### config.mk
export PLATFORM = sky130hd
export DESIGN_NAME = sync_frame_deserializer
export DESIGN_NICKNAME = d
export VERILOG_FILES = /design/src/rtl/sync_frame_deserializer.sv
export SDC_FILE = /design/constraint.sdc
export NUM_CORES = 1
export LEC_CHECK = 0
export CORE_ASPECT_RATIO = 1.4
export CORE_MARGIN = 2
export CORE_UTILIZATION = 40
export DETAILED_ROUTE_END_ITERATION = 7
export GPL_TIMING_DRIVEN = 0
export PLACE_DENSITY = 0.76
export SYNTH_ARGS = -nofsm -noshare
export SYNTH_HDL_FRONTEND = slang
export SYNTH_SLANG_ARGS = --single-unit
### constraint.sdc
create_clock -name clk -period 1.6 [get_ports clk]
set_input_delay 0.16 -clock clk [delete_from_list [all_inputs] [get_ports clk]]
set_output_delay 0.16 -clock clk [all_outputs]
set_load 0.05 [all_outputs]
### src/rtl/sync_frame_deserializer.sv
// Collects the serial payload that follows a sync detect and presents it as a
// parallel word on a valid/ready output. `define FRAME_PARITY_EN adds a trailing even-parity bit.
module sync_frame_deserializer #(
    parameter int PAYLOAD_W = 8,
    parameter int CNT_W     = 8
) (
    input  logic                 clk,
    input  logic                 rst,
    input  logic                 din,
    input  logic                 detect,
    input  logic                 ready,
    output logic [PAYLOAD_W-1:0] data,
    output logic                 valid,
    output logic                 overrun,
    output logic                 busy,
    output logic [CNT_W-1:0]     frame_cnt,
    output logic                 parity_err
);

`ifdef FRAME_PARITY_EN
    localparam int FRAME_LEN = PAYLOAD_W + 1;
`else
    localparam int FRAME_LEN = PAYLOAD_W;
`endif
    // The shift register holds every frame bit except the one sampled on the final edge.
    localparam int SHIFT_W   = FRAME_LEN - 1;
    localparam int BIT_CNT_W = $clog2(FRAME_LEN);
    localparam logic [BIT_CNT_W-1:0] LAST_BIT = BIT_CNT_W'(FRAME_LEN - 1);

    typedef enum logic {
        HUNT  = 1'b0,
        SHIFT = 1'b1
    } state_t;

    state_t                 r_state;
    state_t                 w_next_state;
    logic [BIT_CNT_W-1:0]   r_bit_cnt;
    logic [BIT_CNT_W-1:0]   w_next_bit_cnt;
    logic [SHIFT_W-1:0]     r_shift;
    logic [SHIFT_W-1:0]     w_next_shift;
    logic [PAYLOAD_W-1:0]   w_payload;
    logic                   w_complete;
    logic                   w_load;
    logic                   w_drop;

    logic [PAYLOAD_W-1:0]   r_data;
    logic                   r_valid;
    logic                   r_overrun;
    logic                   r_busy;
    logic [CNT_W-1:0]       r_frame_cnt;

    // NOTE: every always_comb output gets a default first so no path infers a latch.
    always_comb begin
        w_next_state   = r_state;
        w_next_bit_cnt = r_bit_cnt;
        w_next_shift   = r_shift;
        w_complete     = 1'b0;
        case (r_state)
            HUNT: begin
                if (detect) begin
                    w_next_shift   = SHIFT_W'(din);
                    w_next_bit_cnt = BIT_CNT_W'(1);
                    w_next_state   = SHIFT;
                end
            end
            SHIFT: begin
                w_next_shift = SHIFT_W'({r_shift, din});
                if (r_bit_cnt == LAST_BIT) begin
                    w_complete     = 1'b1;
                    w_next_bit_cnt = '0;
                    w_next_state   = HUNT;
                end else begin
                    w_next_bit_cnt = r_bit_cnt + BIT_CNT_W'(1);
                end
            end
            default: w_next_state = HUNT;
        endcase
    end

    assign w_load = w_complete && (!r_valid || ready);
    assign w_drop = w_complete && r_valid && !ready;

`ifdef FRAME_PARITY_EN
    logic r_parity_err;
    logic w_parity_err;
    assign w_payload    = r_shift;
    assign w_parity_err = ^{r_shift, din};
    assign parity_err   = r_parity_err;

    always_ff @(posedge clk or posedge rst) begin
        if (rst)         r_parity_err <= 1'b0;
        else if (w_load) r_parity_err <= w_parity_err;
    end
`else
    assign w_payload  = {r_shift, din};
    assign parity_err = 1'b0;
`endif

    // NOTE: sequential state uses non-blocking assignments so all registers update together.
    always_ff @(posedge clk or posedge rst) begin
        if (rst) begin
            r_state   <= HUNT;
            r_bit_cnt <= '0;
            r_shift   <= '0;
        end else begin
            r_state   <= w_next_state;
            r_bit_cnt <= w_next_bit_cnt;
            r_shift   <= w_next_shift;
        end
    end

    always_ff @(posedge clk or posedge rst) begin
        if (rst) begin
            r_data      <= '0;
            r_valid     <= 1'b0;
            r_overrun   <= 1'b0;
            r_busy      <= 1'b0;
            r_frame_cnt <= '0;
        end else begin
            r_overrun <= w_drop;
            r_busy    <= (w_next_state == SHIFT);
            // A load wins over a concurrent handshake, so valid never dips between words.
            if (w_load) begin
                r_data      <= w_payload;
                r_valid     <= 1'b1;
                r_frame_cnt <= r_frame_cnt + CNT_W'(1);
            end else if (ready) begin
                r_valid <= 1'b0;
            end
        end
    end

    assign data      = r_data;
    assign valid     = r_valid;
    assign overrun   = r_overrun;
    assign busy      = r_busy;
    assign frame_cnt = r_frame_cnt;

endmodule

# After elaboration in Yosys (flattened, before gate mapping)
# Index checks and enable logic that the tools add are counted.
[word_totals]
reg_bits = 29
inputBits = 5
output_inout_bits = 20
word_cells = 31
[classes]
add_sub_neg = 2
eq_ne = 2
muxes = 12
n_bitwise = 1
reduce_logical = 7
[op_table]
columns = ["cell", "n"]
rows = [
  ["one-hot mux 7 bit (2 select lines)", 1],
  ["adder 8 x 1 -> 8 bit, second input constant", 1],
  ["2-to-1 mux 7 bit", 1],
  ["2-to-1 mux 1 bit", 6],
  ["2-to-1 mux 3 bit", 2],
  ["one-hot mux 3 bit (2 select lines)", 1],
  ["adder 3 x 1 -> 3 bit, second input constant", 1],
  ["== test 3 bit, second input constant", 1],
  ["logical AND 1 bit", 3],
  ["zero test 1 bit", 2],
  ["inequality test 2 bit, second input constant", 1],
  ["one-hot mux 1 bit (2 select lines)", 1],
  ["nonzero test 2 bit", 1],
  ["logical OR 1 bit", 1],
  ["inverter 1 bit", 1],
]

# Depth between registers and ports, before layout
# Gate-level depths: netlist (run 1).
[logic_depth]
ltp_word = 5
mapped_depth = 5
ltp_nobuf = 5

# Least setup slack after synthesis (run 1)
# Ideal clock, no wire load.
[synth_path]
path_kind = "reg2reg"
startpoint = "register r_valid (netlist: valid)"
endpoint = "register r_data[0] (netlist: data[0])"
setup_ns = 0.128
t_arrival_ns = 1.384
required_time_ns = 1.472
slack_ns = 0.089
path_stages_with_launch = 5
n_path_buf = 1
synth_period_minus_slack_ns = 1.511
cell_sequence = "dfrtp_1 -> nor2b_4 -> buf_6 -> nor2_8 -> mux2_1"
[synth_between]
elab_chain_len = 3
[synth_lines]
columns = ["element", "line_no", "source"]
rows = [
  ["start, declared", "47", "logic r_valid;"],
  ["start signal, assigned", "115", "r_valid <= 1'b0;"],
  ["start signal, assigned", "125", "r_valid <= 1'b1;"],
  ["start signal, assigned", "128", "r_valid <= 1'b0;"],
  ["zero test 1 bit", "80", "assign w_load = w_complete && (!r_valid || ready);"],
  ["logical OR 1 bit", "80", ""],
  ["logical AND 1 bit", "80", ""],
  ["end signal, assigned", "124", "r_data <= w_payload;"],
  ["end, declared", "46", "logic [PAYLOAD_W-1:0] r_data;"],
]
# Every way passes these cells.
# A chain may end at the register's enable or synchronous reset.

# Worst setup path in the final report (run 1)
[layout_path]
startpoint = "register r_overrun (netlist: overrun)"
endpoint = "output overrun"
[layout_rtl]
columns = ["element", "line_no", "source"]
rows = [
  ["start, declared", "48", "logic r_overrun;"],
  ["start signal, assigned", "120", "r_overrun <= w_drop;"],
  ["end, declared", "14", "output logic overrun,"],
]
# No word-level cell between the ends.

==> results.yml, run 1 <==
drt:
  vias: 851
  wirelength_mm: 2.39
  drt_first_pass_iters: 4
  routedWlPerCell_um: 13.7
  drtAntennaViolNets: 0
  dr.first_iter.drc_count: 11
  drc: 0
  routed_via_density: 4.89
synth:
  syn_inst: 102
  syn_avg_cell_area_um2: 12.5
  synth_area_um2: 1280
  yosys_warnings: 0
  synth.largest_area_cell: "dfrtp_1"
  ys_seq_elements: 29
  synth_nets: 110
  synth_cell_types: 26
  ys_seq_area_share_pct: 56.9
  ys_top_cells_by_area: "dfrtp_1 (57%), mux2_1 (7.9%), xor2_1 (4.8%), nand2b_1 (3.4%), nand2_1 (3.2%)"
  yosysTopAreaCellShare_pct: 56.9
power:
  combPwrFrac_pct: 42.9
  internal-power_mw: 2.03
  power_switching_mw: 1.47
  seq_power_share_pct: 35.1
  power.density_nw_per_um2: 2070
  switching_share_pct: 41.9
  clockPowerShare_pct: 22.0
  power_leakage_nw: 0.785
  ir_drop_mv: 1.03
  p_total_mw: 3.50
grt:
  antenna_found_initial: 0
  grt_pass1_wl_mm: 3.98
  grt_max_degree: 30
  overflow: 0
  grt_usage_pct: 15.0
  grt_pass1_vias: 873
placement:
  dp_cells: 163
  hpwlAfterDp_mm: 1.65
  io_buffers: 22
  gp_congestion: 0.639
  dpl_cell_area_um2: 1550
cells_and_area:
  fin_cells: 174
  layout_common_cells: "dfrtp_1 (29), dlygate4sd2_1 (13), nand2_1 (11)"
  final_util_pct: 54.5
  final_common_cell: "dfrtp_1"
  nNetsFinal: 142
  drive_gt1_share_pct: 18.5
  antenna-diode-count: 0
  syn2layout_area_growth_pct: 32.2
  final_area_um2: 1690
cts:
  cts_root_buf: "clkbuf_8"
  cts_max_path_buffers: 2
  cts_tree: "built"
  cts-htree-levels: 2
  clkLatencyLatePin_ns: 0.28
  cts_buffers: 5
  cts_hold_buf: 0
  clkTransAtPathRegs_ns: 0.06
  clkSinkCount: 29
sta:
  tightest_slew_ns: 1.07
  slew_headroom_pct: 28.6
  period_needed_ns: 1.56
  fmax_mhz: 641
  fin_worst_skew_ns: 0.00552
  setup_tns_ns: 0
  slew_viol_final: 0
  timing.final.crit_share_pct: 97.5
  setup_viol: 0
  hold_viol: 0
setup_path:
  crit_buf_inv: 1
  critPathSlowestCell: "clkdlybuf4s50_1"
  cp.arrival_ns: 1.40
  critical_path.top_delay_family: "buffers and inverters"
  start_kind: "flop"
  crit_type: "reg -> out"
  cp_max_fo: 1
  critPathMaxStageDelay_ns: 0.79
  cp-end-kind: "output pin"
  crit_chain: "clkdlybuf4s50_1"
  required_ns: 1.44
floorplan:
  ios: 25
  initial_core_util_pct: 41.3
  die_width_um: 51.7
  die_h_um: 70.8
  core-area_um2: 3090
  dieArea_um2: 3670
  rows: 24
run_status:
  outcome: "completed"
flow_run:
  max-cap-violations: 0
worst_hold_path:
  worstHoldPathType: "in -> reg"
## final cells by class
class	count	area (um2)
Fill cell	277	1410
Sequential cell	29	726
Multi-Input combinational cell	66	517
Timing Repair Buffer	24	231
Clock buffer	7	86.3
Tap cell	39	48.8
Buffer	5	36.3
Clock inverter	1	30.0
Inverter	3	11.3
## per-layer routing
metal	up-vias	track usage, %	share of wire (%)
met5	-	0	0
met4	0	7.89	2.3
met3	5	5.91	5.4
met2	22	25.9	56
met1	416	15.1	36
li1	408	-	-
## path summary, 6_finish.rpt
kind                                           from                        to  slack [ns]  cells past startpoint
setup / recovery                  overrun$_DFF_PP0_                   overrun        0.04                      1
hold / removal                               detect    r_shift[1]$_DFFE_PP0P_        0.14                      2
setup reg to reg           r_bit_cnt[0]$_DFFE_PP0P_       data[6]$_DFFE_PP0P_        0.06                      5
hold reg to reg            frame_cnt[7]$_DFFE_PP0P_  frame_cnt[7]$_DFFE_PP0P_        0.46                      1
max in group asynchronous                       rst  frame_cnt[6]$_DFFE_PP0P_        0.50                      2
min in group asynchronous                       rst       data[3]$_DFFE_PP0P_        0.44                      2
## cells by family after synthesis
group / Yosys count / share of synthesized area [%]
and+or+nand+nor: 34 / 18.1
DFF: 29 / 56.9
AOI/OAI and AO/OA: 10 / 4.41
muxes: 10 / 8.82
buffers and inverters: 8 / 3.73
xor gates and xnor gates: 7 / 4.80
adders and majority gates: 3 / 2.94
other: 1 / 0.294
## metrics by stage
stage,hold WS (ns),worst slack (ns)
after floorplan,0.238,0.0888
after global placement,0.432,0.0485
after detailed placement,0.437,0.0195
after CTS,0.137,0.00409
after global routing,0.148,-0.00521
final,0.141,0.0398
## synth_stat cells
master and number:
nor2_8 1, buf_2 2, nor2b_4 1, nor4b_2 1
dfrtp_1 29, nor3_1 1, nand3_1 2, xor2_1 7
nand2_1 11, buf_6 1, ha_1 3, nand4_1 1
conb_1 1, mux2_2 1, buf_4 2, nor4_2 3
o22ai_1 1, nor3b_1 1, a32o_1 1, nor2_1 3
nand2_4 1, inv_1 3, or2b_2 1, o21ai_0 8
mux2_1 9, nand2b_1 7
## what timing repair did
action                                 CTS  global route
gates cloned                             0             1
setup endpoints to repair               13            12
pin swaps                                0             2
endpoints found under the hold margin    0             0
buffers inserted                         0             2
resized for setup                       13             6
## flip-flops by register name (all words and copies together) (netlist names)
name,count
overrun,1
valid,1
data,8
r_bit_cnt,3
r_shift,7
busy,1
frame_cnt,8
## power groups by stage
| stage | Clock, mW | Combinational [mW] | Sequential (mW) |
|---|---|---|---|
| CTS | 0.784 | 1.50 | 1.23 |
| floorplan | 0 | 0.505 | 1.79 |
| global route | 0.813 | 1.61 | 1.27 |
| global placement | 0 | 1.52 | 1.22 |
| detailed placement | 0 | 1.56 | 1.25 |
| finish | 0.770 | 1.50 | 1.23 |
## worst reg2reg max path: stages (launching register included)
cell	delay, ns
dfrtp_1	0.37
ha_1	0.16
ha_2	0.20
nand2_4	0.12
nor2_4	0.23
mux2_1	0.34
Note: power is estimated with default switching activity, not from simulation.
==> run 2, diff against run 1 <==
- CAP_MARGIN: unset -> 5
- CORE_ASPECT_RATIO: 1.4 -> unset
==> results.yml, run 2 (synthesis results as in run 1) <==
drt:
  drt_first_pass_iters: 4
  wl_met3_um: 147
  drtAntennaViolNets: 0
  drc: 0
  dr.first_iter.drc_count: 31
  routed_via_density: 4.80
  top_layer: "met4"
  drt-met1-wl_um: 955
  vias: 868
  routedWlPerCell_um: 12.3
  route.met2.wl_mm: 1.07
  wirelength_mm: 2.23
cts:
  cts_max_path_buffers: 2
  clkSinkCount: 29
  cts_buffers: 5
  cts_root_buf: "clkbuf_4"
  clkLatencyLatePin_ns: 0.34
  cts_tree: "built"
  clkTransAtPathRegs_ns: 0.10
  cts-htree-levels: 2
placement:
  io_buffers: 22
  gp_congestion: 0.772
  hpwlAfterDp_mm: 1.50
  dp_cells: 168
sta:
  period_needed_ns: 1.57
  slew_headroom_pct: 29.5
  fmax_mhz: 639
  tightest_slew_ns: 1.06
  timing.final.crit_share_pct: 97.8
  rsz0062_at_grt: "true"
  hold_viol: 0
  fin_worst_skew_ns: 0.0137
  setup_viol: 0
  slew_viol_final: 0
floorplan:
  core-area_um2: 3050
  dieArea_um2: 3660
  rows: 20
  die_h_um: 60.5
  die_width_um: 60.5
  initial_core_util_pct: 41.8
  ios: 25
flow_run:
  max-cap-violations: 0
power:
  ir_drop_mv: 0.932
  power_leakage_nw: 0.747
  seq_power_share_pct: 35.2
  p_total_mw: 3.44
  power_switching_mw: 1.45
  switching_share_pct: 42.3
  combPwrFrac_pct: 43.1
  internal-power_mw: 1.99
  power.density_nw_per_um2: 2060
  clockPowerShare_pct: 21.7
setup_path:
  crit_type: "reg -> reg"
  cp_max_fo: 6
  critPathSlowestCell: "dfrtp_1"
  start_kind: "flop"
  crit_buf_inv: 1
  required_ns: 1.85
  cp-end-kind: "flop"
  critical_path.top_delay_family: "flip-flops"
  crit_chain: "ha_1 -> ha_2 -> nand2_4 -> buf_2 -> nor4b_2 -> xor2_1"
  critPathMaxStageDelay_ns: 0.38
  cp.arrival_ns: 1.82
cells_and_area:
  final_common_cell: "dfrtp_1"
  final_util_pct: 54.8
  layout_common_cells: "dfrtp_1 (29), dlygate4sd2_1 (19), nand2_1 (11)"
  fin_cells: 181
  antenna-diode-count: 0
  nNetsFinal: 144
  syn2layout_area_growth_pct: 31.0
  fillers: 276
  regArea_um2: 726
  drive_gt1_share_pct: 20.4
  multi_input_area_um2: 517
grt:
  grt_pass1_vias: 871
  grt_max_degree: 30
  grt_usage_pct: 14.2
  overflow: 0
  grt_pass1_wl_mm: 3.68
  antenna_found_initial: 0
worst_hold_path:
  worstHoldPathType: "in -> reg"
run_status:
  outcome: "completed"
[run 2: cell count changes in the layout (fill, tap and decap cells not counted)]
| cell | delta |
|---|---|
| clkbuf_8 | -6 |
| dlygate4sd2_1 | +6 |
| clkbuf_4 | +5 |
| dlymetal6s2s_1 | -5 |
| buf_2 | +1 |
| buf_4 | +1 |
| bufinv_16 | +1 |
| clkbuf_1 | -1 |
| clkdlybuf4s50_1 | -1 |
| clkinv_2 | +1 |
[run 2: metal layers]
metal  up-vias  track usage [%]
li1        413                -
met3         8             4.90
met4         0             9.94
met1       418             15.7
met5         -                0
met2        29             23.0
[run 2: final cells by class]
cell class	instances	area share, %
Tap cell	44	3.29
Buffer	5	2.17
Timing Repair Buffer	26	13.4
Clock inverter	3	3.89
Sequential cell	29	43.4
Multi-Input combinational cell	66	30.9
Clock buffer	5	2.25
Inverter	3	0.674
[run 2: worst paths after layout]
path / start / to / slack (ns) / cells after the start
max: r_bit_cnt[0]$_DFFE_PP0P_ / frame_cnt[4]$_DFFE_PP0P_ / 0.03 / 6
min: detect / r_shift[3]$_DFFE_PP0P_ / 0.08 / 2
max reg2reg: r_bit_cnt[0]$_DFFE_PP0P_ / frame_cnt[4]$_DFFE_PP0P_ / 0.03 / 6
min reg2reg: data[4]$_DFFE_PP0P_ / data[4]$_DFFE_PP0P_ / 0.49 / 1
max in group asynchronous: rst / frame_cnt[3]$_DFFE_PP0P_ / 0.57 / 2
min in group asynchronous: rst / data[7]$_DFFE_PP0P_ / 0.38 / 2
[run 2: power by group through the flow]
stage	Sequential [mW]	Clock [mW]	Combinational [mW]
detailed placement	1.24	0	1.55
floorplan	1.79	0	0.505
global placement	1.22	0	1.52
global route	1.25	0.806	1.58
CTS	1.22	0.766	1.44
finish	1.21	0.746	1.48
[run 2: worst reg2reg max path: stages, from the launching register on]
cell and delay, ns:
dfrtp_1 0.38, ha_1 0.16, ha_2 0.20, nand2_4 0.11
buf_2 0.18, nor4b_2 0.27, xor2_1 0.18
[run 2: through the flow]
step	hold WS, ns	TNS [ns]	cell area [um2]	worst slack [ns]
detailed placement	0.438	0	1550	0.0299
floorplan	0.238	0	1280	0.0888
CTS	0.0708	0	1630	0.0289
global placement	0.431	0	1550	0.0462
finish	0.0790	0	1670	0.0344
global route	0.0717	-0.0109	1670	-0.00655
[run 2: repair_timing]
action | CTS | global route
cloned | 0 | 1
setup buffers | 0 | 4
setup endpoints to repair | 19 | 9
hold buffers | 0 | 0
gates resized for setup | 19 | 2
pin swaps | 0 | 2
